--- config.mk ---
export PLATFORM = sky130hd
export DESIGN_NAME = axis_byte_packer
export DESIGN_NICKNAME = d
export VERILOG_FILES = /design/src/rtl/axis_byte_packer.sv
export SDC_FILE = /design/constraint.sdc
export NUM_CORES = 1
export LEC_CHECK = 0
export ABC_CLOCK_PERIOD_IN_PS = 2000
export BUFFER_PORTS_ARGS = -buffer_cell sky130_fd_sc_hd__buf_2
export CORE_MARGIN = 1.5
export CORE_UTILIZATION = 45
export CTS_CLUSTER_DIAMETER = 200
export DETAILED_ROUTE_END_ITERATION = 10
export GPL_TIMING_DRIVEN = 0
export PLACE_DENSITY = 0.67
export SYNTH_ARGS = -nofsm -noshare
export SYNTH_HDL_FRONTEND = slang
export SYNTH_SLANG_ARGS = --single-unit
export TNS_END_PERCENT = 20
--- constraint.sdc ---
create_clock -name clk -period 2 [get_ports clk]
set_input_delay 0.1 -clock clk [delete_from_list [all_inputs] [get_ports clk]]
set_output_delay 0.1 -clock clk [all_outputs]
set_load 0.01 [all_outputs]
--- src/rtl/axis_byte_packer.sv ---
`timescale 1ns/1ps
`default_nettype none
// +--------------------------------------------------------------------+
// | axis_byte_packer : packs narrow AXI-Stream beats into dense words    |
// | Revision 1.0                                                         |
// +--------------------------------------------------------------------+
module axis_byte_packer #(
   parameter int IEW = 0,
   parameter int OEW = 2
) (
   input  logic                  clk,
   input  logic                  rstn,
   output logic                  i_tready,
   input  logic                  i_tvalid,
   input  logic [8*(1<<IEW)-1:0] i_tdata,
   input  logic [(1<<IEW)-1:0]   i_tkeep,
   input  logic                  i_tlast,
   input  logic                  o_tready,
   output logic                  o_tvalid,
   output logic [8*(1<<OEW)-1:0] o_tdata,
   output logic [(1<<OEW)-1:0]   o_tkeep,
   output logic                  o_tlast
);
   localparam int IB = 1 << IEW;
   localparam int OB = 1 << OEW;
   localparam int CW = OEW + 1;
   localparam int TW = OEW + 2;

   generate
      if (OEW < IEW) begin : g_param_check
         $error("axis_byte_packer: OEW must be >= IEW");
      end
   endgenerate

   typedef enum logic [0:0] {ST_ACC = 1'b0, ST_FLUSH = 1'b1} state_t;

   state_t          state_q, state_d;
   logic [CW-1:0]   cnt_q, cnt_d;
   logic [8*OB-1:0] acc_q, acc_d;
   logic            o_tvalid_q, o_tvalid_d;
   logic [8*OB-1:0] o_tdata_q, o_tdata_d;
   logic [OB-1:0]   o_tkeep_q, o_tkeep_d;
   logic            o_tlast_q, o_tlast_d;

   logic             slot_free;
   logic             accept;
   logic [TW-1:0]    n;
   logic [TW-1:0]    t;
   logic [16*OB-1:0] merged;

   function automatic logic [OB-1:0] keep_of(input logic [TW-1:0] cnt);
      logic [OB-1:0] k;
      for (int j = 0; j < OB; j++) k[j] = (TW'(j) < cnt);
      return k;
   endfunction

   function automatic logic [8*OB-1:0] data_of(input logic [8*OB-1:0] d, input logic [TW-1:0] cnt);
      logic [8*OB-1:0] m;
      for (int j = 0; j < OB; j++) m[8*j +: 8] = (TW'(j) < cnt) ? d[8*j +: 8] : 8'h00;
      return m;
   endfunction

   always_comb begin
      slot_free = ~o_tvalid_q | o_tready;
      i_tready  = (state_q == ST_ACC) & slot_free;
      accept    = i_tvalid & i_tready;

      n = '0;
      for (int k = 0; k < IB; k++) n = n + TW'(i_tkeep[k]);
      t = TW'(cnt_q) + n;

      // Two words of lanes: accumulated bytes followed by the new beat; upper half is the residue.
      merged = '0;
      for (int j = 0; j < OB; j++) begin
         if (TW'(j) < TW'(cnt_q)) merged[8*j +: 8] = acc_q[8*j +: 8];
      end
      for (int j = 0; j < 2*OB; j++) begin
         for (int k = 0; k < IB; k++) begin
            if ((TW'(k) < n) && (TW'(j) == TW'(cnt_q) + TW'(k))) merged[8*j +: 8] = i_tdata[8*k +: 8];
         end
      end

      state_d    = state_q;
      cnt_d      = cnt_q;
      acc_d      = acc_q;
      o_tvalid_d = slot_free ? 1'b0 : o_tvalid_q;
      o_tdata_d  = o_tdata_q;
      o_tkeep_d  = o_tkeep_q;
      o_tlast_d  = o_tlast_q;

      if (state_q == ST_FLUSH) begin
         if (slot_free) begin
            o_tvalid_d = 1'b1;
            o_tdata_d  = data_of(acc_q, TW'(cnt_q));
            o_tkeep_d  = keep_of(TW'(cnt_q));
            o_tlast_d  = 1'b1;
            cnt_d      = '0;
            acc_d      = '0;
            state_d    = ST_ACC;
         end
      end else if (accept) begin
         if (!i_tlast) begin
            if (t < TW'(OB)) begin
               acc_d = merged[8*OB-1:0];
               cnt_d = CW'(t);
            end else begin
               o_tvalid_d = 1'b1;
               o_tdata_d  = merged[8*OB-1:0];
               o_tkeep_d  = '1;
               o_tlast_d  = 1'b0;
               acc_d      = merged[16*OB-1:8*OB];
               cnt_d      = CW'(t - TW'(OB));
            end
         end else if (t != '0) begin
            if (t <= TW'(OB)) begin
               o_tvalid_d = 1'b1;
               o_tdata_d  = data_of(merged[8*OB-1:0], t);
               o_tkeep_d  = keep_of(t);
               o_tlast_d  = 1'b1;
               acc_d      = '0;
               cnt_d      = '0;
            end else begin
               o_tvalid_d = 1'b1;
               o_tdata_d  = merged[8*OB-1:0];
               o_tkeep_d  = '1;
               o_tlast_d  = 1'b0;
               acc_d      = merged[16*OB-1:8*OB];
               cnt_d      = CW'(t - TW'(OB));
               state_d    = ST_FLUSH;
            end
         end
      end
   end

   always_ff @(posedge clk or negedge rstn) begin
      if (!rstn) begin
         state_q    <= ST_ACC;
         cnt_q      <= '0;
         acc_q      <= '0;
         o_tvalid_q <= 1'b0;
         o_tdata_q  <= '0;
         o_tkeep_q  <= '0;
         o_tlast_q  <= 1'b0;
      end else begin
         state_q    <= state_d;
         cnt_q      <= cnt_d;
         acc_q      <= acc_d;
         o_tvalid_q <= o_tvalid_d;
         o_tdata_q  <= o_tdata_d;
         o_tkeep_q  <= o_tkeep_d;
         o_tlast_q  <= o_tlast_d;
      end
   end

   assign o_tvalid = o_tvalid_q;
   assign o_tdata  = o_tdata_q;
   assign o_tkeep  = o_tkeep_q;
   assign o_tlast  = o_tlast_q;

endmodule
`default_nettype wire

# Word-level counts from Yosys, hierarchy flattened

Index checks and enable logic that the tools add are counted.

$add $sub $neg: 2
Magnitude comparators: 11
Equal/unequal tests: 10
Muxes and demuxes: 64
Bitwise gates (word level): 5
Reduce and logical (&&, ||, !) cells: 13

Operators by type and width:

| cell                | count |
|---|---|
| $mux 32             | 14 |
| $mux 8              | 16 |
| $mux 4              | 7 |
| $mux 3              | 7 |
| $mux 1              | 20 |
| $eq 3x3->1 const A  | 4 |
| $logic_and 1x1->1   | 8 |
| $lt 1x4->1 const A  | 2 |
| $lt 2x4->1 const A  | 2 |
| $eq 2x3->1 const A  | 2 |
| $lt 1x3->1 const A  | 2 |
| $lt 2x3->1 const A  | 2 |
| $add 3x1->4         | 1 |
| $le 4x3->1 const B  | 1 |
| $logic_not 4->1     | 1 |
| $lt 4x3->1 const B  | 1 |
| $reduce_and 4->1    | 1 |
| $reduce_bool 4->1   | 1 |
| $eq 1x3->1 const A  | 1 |
| $ne 3x1->1 const B  | 1 |
| $ne 3x3->1 const B  | 1 |
| $reduce_and 3->1    | 1 |
| $sub 3x3->3 const B | 1 |
| $and 1x1->1         | 2 |
| other kinds (5)     | 6 |

Bits in registers: 74
Input port bits: 14
Output and inout bits: 39
Logic and storage cells: 112

# Depth between registers and ports, before layout

Gate-level depths: netlist (run 1).

Depth in word-level cells: 9
Depth in mapped cells: 8

# Worst setup path before layout (run 1)

No wires, ideal clock.

Kind: register -> register
From: register cnt_q[0]
To: register o_tdata_q[10], in the netlist o_tdata[10]
Library setup time: 0.125 ns
Arrival time: 1.973 ns
Required time: 1.875 ns
Setup slack: -0.099 ns
Stages on the path, launching flop included: 8
Clock period less this slack: 2.099 ns
Cell sequence: dfrtp_1 -> ha_1 -> buf_2 -> nand4b_1 -> a21boi_1 -> nor3_4 -> buf_6 -> mux2_4

Longest elaborated chain between the ends: 9
Elaborated cells on any way between the ends: 21

RTL lines:

| element                                             | line | source |
|---|---|---|
| from (decl)                                         | 38   | `logic [CW-1:0] cnt_q, cnt_d;` |
| from (signal assigned)                              | 146  | `cnt_q <= cnt_d;` |
| branches (longest 9 deep; another with $add 3x1->4) | -    |  |
| to (signal assigned)                                | 149  | `o_tdata_q <= o_tdata_d;` |
| to (decl)                                           | 41   | `logic [8*OB-1:0] o_tdata_q, o_tdata_d;` |

Parallel ways; which one is timed is not known. The select of a mux whose other input is x is not followed.
A chain may end at the register's enable or synchronous reset.

# Final worst setup path (run 1)

From: register cnt_q[0]
To: register o_tdata_q[28], in the netlist o_tdata[28]

Longest elaborated chain between the ends: 9
Elaborated cells on any way between the ends: 21

RTL lines:

| element |
|---|
| branches (longest 9 deep; another with $add 3x1->4) |

Parallel ways; which one is timed is not known. The select of a mux whose other input is x is not followed.

==> impl_metrics.py, run 1 <==
metrics = {
    "sta": {
        "worst_slew_pin_slew_ns": 0.8387,
        "min_period_ns": 2.197,
        "fin_ws_ns": -0.1974,
        "relSlewSlack_pct": 43.62,
        "grt_setup_unrepaired": "yes",
        "post-route-period-util_pct": 109.9,
        "slew_violations": 0,
        "fmax_ghz": 0.4551,
        "setup_viol_count_final": 67,
        "clock_skew_ns": 0.007777,
        "finalHoldViolations": 0,
    },
    "synth": {
        "synth_edf_count": 0,
        "syn_area_per_cell_um2": 10.19,
        "synth_top_area_share_pct": 42.86,
        "netlist_area_um2": 4320,
        "synth_area_leaders": "dfrtp_1, a31oi_1, a22o_1",
        "yosys_warnings": 0,
        "synth_top_area_cell": "dfrtp_1",
        "synth_flop_cell": "dfrtp_1",
        "synth-async-reset-ratio_pct": 100.0,
        "synth-seq-cells": 74,
        "synth-seq-area-share_pct": 42.86,
        "netlist_instances": 424,
        "synth.distinct_cells": 67,
        "synth_most_common_cell": "dfrtp_1",
        "syn-num-nets": 440,
        "netlist_top_cells_count": "dfrtp_1, a31oi_1, o21ai_0",
    },
    "final_layout": {
        "area.growth.synth_to_final_pct": 25.43,
        "drive_gt1_share_pct": 32.60,
        "final_net_count": 511,
        "n_antenna_cell": 0,
        "stdcell_count": 629,
    },
    "global_routing": {
        "grt_max_degree": 63,
        "grt_overflow": 0,
        "grt.total_usage_pct": 26.66,
        "antenna_found_initial": 0,
        "grt_pass1_vias": 3913,
        "grt_pass1_wl_mm": 20.87,
    },
    "setup_path": {
        "crit_arrival_ns": 2.44,
        "cpPeakStageDelay_ns": 0.46,
        "worstPathCellList": "ha_4, nand3b_1, a2111oi_4, buf_4, nor3_4, buf_6, buf_12, mux2_4",
        "cp-end-kind": "flip-flop",
        "start_kind": "flip-flop",
        "critPathRequiredTime_ns": 2.24,
        "cp_slowest_cell": "dfrtp_2",
        "path_max_fanout": 10,
        "critical_path_class": "flip-flop to flip-flop",
    },
    "pwr": {
        "p_sw_share_pct": 37.31,
        "p_comb_share_pct": 40.2,
        "vdd_drop_max_uv": 488.0,
        "p_switching_w": 0.002036,
        "power_frac_seq_pct": 35.6,
        "p_clk_share_pct": 24.2,
        "p_int_w": 0.003421,
        "powerDensity_nw_per_um2": 1007,
        "leakagePower_nw": 2.228,
    },
    "die": {
        "die_area_um2": 10200,
        "start_util_pct": 46.54,
        "placement_rows": 35,
        "die_w_um": 101.0,
        "core_um2": 9284,
        "num_io_pins": 53,
        "die_y_um": 101.0,
    },
    "detailed_routing": {
        "drtIter0Drc": 433,
        "vias": 4057,
        "drc": 0,
        "dr.pass1.iters": 5,
        "routed_wl_mm": 13.10,
        "drtAntennaViolNets": 0,
        "wire_per_inst_um": 20.82,
        "via_per_inst": 6.450,
    },
    "clock_tree": {
        "path_clk_slew_ns": 0.08,
        "clock_path_buffers": 2,
        "cts_tree": "built",
        "clockRootBuffer": "clkbuf_8",
        "h-tree-depth": 3,
        "cts_made_buffers": 9,
        "clock_latency_ns": 0.36,
        "clkSinkCount": 74,
    },
    "placed_design": {
        "dp_cells": 598,
        "port_buffers": 44,
        "gp_congestion": 0.9608,
        "preCtsSetupSlack_ns": -0.4236,
        "dp_hpwl_mm": 8.774,
    },
    "status": {
        "failed_checks": "negative setup slack",
        "status": "finished, violations left",
    },
    "worst_hold_path": {
        "hp-class": "primary input to flip-flop",
    },
    "flow_run": {
        "cap_viol_max_count": 0,
    },
}
routing by layer:
| metal | vias to the layer above | global-route usage, % | share of wire, % |
|---|---|---|---|
| li1 | 1809 | - | - |
| met1 | 1963 | 36.03 | 43 |
| met2 | 241 | 41.53 | 46 |
| met3 | 44 | 4.022 | 6.4 |
| met4 | 0 | 13.89 | 4.1 |
| met5 | - | 0 | 0 |
area by class of cell:
type | instances | area, µm²
well taps | 129 | 161.4
clock buffers | 10 | 127.6
clock inverters | 6 | 91.34
flip-flops and latches | 74 | 1853
fillers | 823 | 3865
repair buffers | 61 | 396.6
plain buffers | 47 | 316.6
multi-input cells | 296 | 2450
inverters | 6 | 22.52
worst paths after layout:
kind                                         from                 endpoint  slack (ns)  cells after the start
max in group asynchronous                    rstn     cnt_q[0]$_DFFE_PN0P_        1.29                      3
setup reg to reg             cnt_q[0]$_DFFE_PN0P_  o_tdata[28]$_DFFE_PN0P_       -0.20                      8
min in group asynchronous                    rstn   o_tkeep[0]$_DFFE_PN0P_        0.14                      2
setup / recovery             cnt_q[0]$_DFFE_PN0P_  o_tdata[28]$_DFFE_PN0P_       -0.20                      8
hold reg to reg            o_tkeep[0]$_DFFE_PN0P_   o_tkeep[0]$_DFFE_PN0P_        0.49                      1
hold / removal                           i_tvalid       o_tvalid$_DFF_PN0_        0.09                      3
timing repair:
item / 4_1_cts / 5_1_grt
setup endpoints to repair: 73 / 72
endpoints found under the hold margin: 74 / 0
pin swaps: 7 / 13
setup buffers: 10 / 8
resized for setup: 33 / 39
hold buffers: 1 / 0
through the flow:
step | util [%] | hold WS (ns) | cell area (µm²) | TNS, ns | power (W)
5_1_grt | 58.37 | 0.1476 | 5419 | -11.04 | 0.005725
3_5_place_dp | 51.06 | -0.02790 | 4741 | -20.93 | 0.003730
4_1_cts | 55.81 | 0.08555 | 5181 | -3.359 | 0.005193
3_3_place_gp | 50.74 | 0.4404 | 4711 | -21.47 | 0.003699
2_1_floorplan | - | -0.1956 | 4329 | 0 | 0.003107
6_report | 58.37 | 0.08803 | 5419 | -7.493 | 0.005457
cell usage in the layout (no fill, tap or decap), types with 4 or more instances in the layout:
cell	n
dfrtp_1	73
buf_2	55
a31oi_1	25
o21ai_0	21
nand3_1	20
a22o_1	17
o31ai_1	17
buf_4	16
nand2_1	15
o2bb2ai_1	14
clkbuf_1	12
nand3b_1	11
mux2_4	9
a22oi_1	9
o211ai_1	9
clkbuf_8	9
buf_6	8
mux2_2	8
nor2_1	7
nand4_1	7
a31oi_4	7
and2_1	7
a221o_1	7
a21oi_1	6
inv_1	6
nand2b_1	5
and3_1	5
clkbuf_2	5
a32oi_1	5
nor3_2	4
registers in the layout, indices dropped and copies added (netlist names):
| name | cells |
|---|---|
| acc_q | 32 |
| cnt_q | 3 |
| o_tdata | 32 |
| o_tkeep | 4 |
| o_tlast | 1 |
| o_tvalid | 1 |
| state_q | 1 |
kinds of logic after synthesis:
| kind of cell | share of synthesized area [%] |
|---|---|
| compound gates | 29.80 |
| simple gates | 14.60 |
| mux | 5.908 |
| fa+ha+maj | 0.5791 |
| flops | 42.86 |
| buf+inv | 6.255 |
critical path: cells and delay by family, from the launching register on:
| kind | cells | cell delay [ns] |
|---|---|---|
| DFF | 1 | 0.46 |
| AOI/OAI and AO/OA | 1 | 0.37 |
| buffers and inverters | 3 | 0.49 |
| adders and majority gates | 1 | 0.18 |
| muxes | 1 | 0.30 |
| and+or+nand+nor | 2 | 0.28 |
power by group through the flow:
| stage | Sequential (W) | Combinational [W] | Clock, W |
|---|---|---|---|
| 4_1_cts | 0.00192 | 0.00194 | 0.00133 |
| 3_3_place_gp | 0.00194 | 0.00176 | 0 |
| 2_1_floorplan | 0.00204 | 0.00107 | 0 |
| 5_1_grt | 0.00198 | 0.00235 | 0.00139 |
| 3_5_place_dp | 0.00195 | 0.00178 | 0 |
| 6_report | 0.00195 | 0.00219 | 0.00132 |
Power figures use the tool's default switching activity.
==> inputs of run 2 (changes only) <==
CORE_UTILIZATION = 53   (was 45)
PLACE_DENSITY = 0.79   (was 0.67)
==> impl_metrics.py, run 2 (synthesized netlist as in run 1, its figures left out) <==
metrics = {
    "status": {
        "status": "finished, violations left",
        "failed_checks": "negative setup slack",
    },
    "worst_hold_path": {
        "worstHoldPathCells": 3,
        "hold_start": "i_tvalid",
        "hp-class": "primary input to flip-flop",
        "worstHoldEndpoint": "o_tvalid$_DFF_PN0_",
    },
    "die": {
        "num_io_pins": 53,
        "die_w_um": 93.29,
        "placement_rows": 32,
        "core_um2": 7807,
        "die_area_um2": 8702,
        "start_util_pct": 55.34,
        "die_y_um": 93.29,
    },
    "sta": {
        "setup_viol_count_final": 53,
        "grt_setup_unrepaired": "yes",
        "post-route-period-util_pct": 108.2,
        "relSlewSlack_pct": 44.60,
        "finalHoldViolations": 0,
        "fin_hold_ws_ns": 0.1450,
        "fmax_ghz": 0.4623,
        "min_period_ns": 2.163,
        "worst_slew_pin_slew_ns": 0.8241,
        "fin_ws_ns": -0.1631,
        "slew_violations": 0,
        "clock_skew_ns": 0.006261,
    },
    "clock_tree": {
        "clock_latency_ns": 0.35,
        "clkSinkCount": 74,
        "cts_made_buffers": 9,
        "path_clk_slew_ns": 0.08,
        "clock_path_buffers": 2,
        "cts_tree": "built",
        "clockRootBuffer": "clkbuf_8",
        "h-tree-depth": 3,
    },
    "detailed_routing": {
        "drtAntennaViolNets": 0,
        "routed_wl_mm": 13.86,
        "vias": 4201,
        "via_per_inst": 6.944,
        "drtIter0Drc": 510,
        "drc": 0,
        "dr.pass1.iters": 6,
        "wire_per_inst_um": 22.90,
    },
    "setup_path": {
        "critical_path_class": "flip-flop to flip-flop",
        "cp_num_buf_inv": 1,
        "critPathRequiredTime_ns": 2.24,
        "start_kind": "flip-flop",
        "reg2reg_slack_ns": -0.16,
        "reg2reg_depth": 6,
        "cp-end-kind": "flip-flop",
        "cpPeakStageDelay_ns": 0.51,
        "r2r_start": "cnt_q[0]$_DFFE_PN0P_",
        "worstPathCellList": "ha_4, nand3b_1, a2111oi_4, buf_4, o2bb2ai_1, mux2_4",
        "timing.rr.end": "o_tdata[1]$_DFFE_PN0P_",
        "crit_arrival_ns": 2.40,
        "path_max_fanout": 10,
        "cp_top_family": "compound AO/OA/AOI/OAI gates",
        "cp_slowest_cell": "a2111oi_4",
    },
    "placed_design": {
        "gp_congestion": 1.012,
        "dp_hpwl_mm": 8.892,
        "port_buffers": 44,
        "preCtsSetupSlack_ns": -0.4332,
    },
    "final_layout": {
        "area.growth.synth_to_final_pct": 24.91,
        "fillers": 593,
        "multiInputGateArea_um2": 2435,
        "regArea_um2": 1854,
        "final_common_cell": "dfrtp_1",
        "final_cell_mix": "dfrtp_1, buf_2, a31oi_1",
        "final_net_count": 514,
        "drive_gt1_share_pct": 34.19,
        "n_antenna_cell": 0,
    },
    "flow_run": {
        "cap_viol_max_count": 0,
    },
    "global_routing": {
        "grt.total_usage_pct": 32.24,
        "grt_max_degree": 75,
        "antenna_found_initial": 0,
        "grt_pass1_vias": 4072,
        "grt_pass1_wl_mm": 21.56,
        "grt_overflow": 0,
    },
    "pwr": {
        "leakagePower_nw": 2.247,
        "powerDensity_nw_per_um2": 985.9,
        "vdd_drop_max_uv": 591.9,
    },
}
run 2: changes by cell type in the layout (fill, tap and decap cells not counted), sizes merged:
| cell | delta |
|---|---|
| buf | -1 |
| bufinv | -1 |
| clkinv | -1 |
| clkinvlp | +2 |
| inv | +1 |
| clkbuf | +3 |
run 2: how the worst max path moves through the flow:
stage / slack [ns] / cells past startpoint / endpoint / from
after floorplan: 0.002 / 6 / o_tdata[10]$_DFFE_PN0P_ / cnt_q[0]$_DFFE_PN0P_
after detailed placement: -0.43 / 8 / o_tdata[5]$_DFFE_PN0P_ / cnt_q[0]$_DFFE_PN0P_
after global routing: -0.20 / 6 / o_tdata[1]$_DFFE_PN0P_ / cnt_q[0]$_DFFE_PN0P_
after global placement: -0.43 / 8 / o_tdata[23]$_DFFE_PN0P_ / cnt_q[0]$_DFFE_PN0P_
after CTS: -0.14 / 7 / o_tdata[28]$_DFFE_PN0P_ / cnt_q[0]$_DFFE_PN0P_
final: -0.16 / 6 / o_tdata[1]$_DFFE_PN0P_ / cnt_q[0]$_DFFE_PN0P_
run 2: worst min-delay path, delay by kind of cell:
kind                   cells  cell delay [ns]
AOI/OAI and AO/OA          2             0.21
buffers and inverters      1             0.13
run 2: layout make-up:
type	instances	share of cell area (%)
Buffer	47	6.144
Clock buffer	9	2.295
Clock inverter	7	1.275
Inverter	6	0.4173
Multi-Input combinational cell	296	45.12
Sequential cell	74	34.36
Tap cell	102	2.365
Timing Repair Buffer	64	8.022
run 2: layer usage:
metal	routed length, µm	share of wire (%)	GRT usage (%)	vias up
li1	-	-	-	1818
met1	5719	41	44.85	2052
met2	6525	47	49.94	290
met3	1287	9.3	6.748	41
met4	325	2.3	10.86	0
met5	0	0	0	-
run 2: repair_timing:
| item | 4_1_cts | 5_1_grt |
|---|---|---|
| hold endpoints to repair | 74 | 0 |
| gates resized for setup | 30 | 56 |
| pin swaps | 6 | 8 |
| cloned | 0 | 1 |
| setup buffers | 10 | 9 |
| hold buffers | 1 | 0 |
| endpoints found under the setup margin | 73 | 72 |
run 2: power breakdown:
part	switching, W	total (W)	internal (W)	leakage, nW
sequential	0.000179	0.00195	0.00177	0.974
clock	0.000611	0.00119	0.000574	0.0954
combinational	0.00127	0.00219	0.000915	1.18
run 2: stage by stage:
stage | power, W | utilization, % | std cells | instance area, µm² | setup TNS [ns]
after floorplan | 0.003107 | - | 424 | 4329 | 0
after global placement | 0.003698 | 59.90 | 570 | 4677 | -20.95
after detailed placement | 0.003747 | 60.29 | 571 | 4707 | -20.83
after CTS | 0.005054 | 65.56 | 597 | 5119 | -4.424
after global routing | 0.005558 | 69.12 | 605 | 5396 | -7.769
final | 0.005320 | 69.12 | 605 | 5396 | -3.963
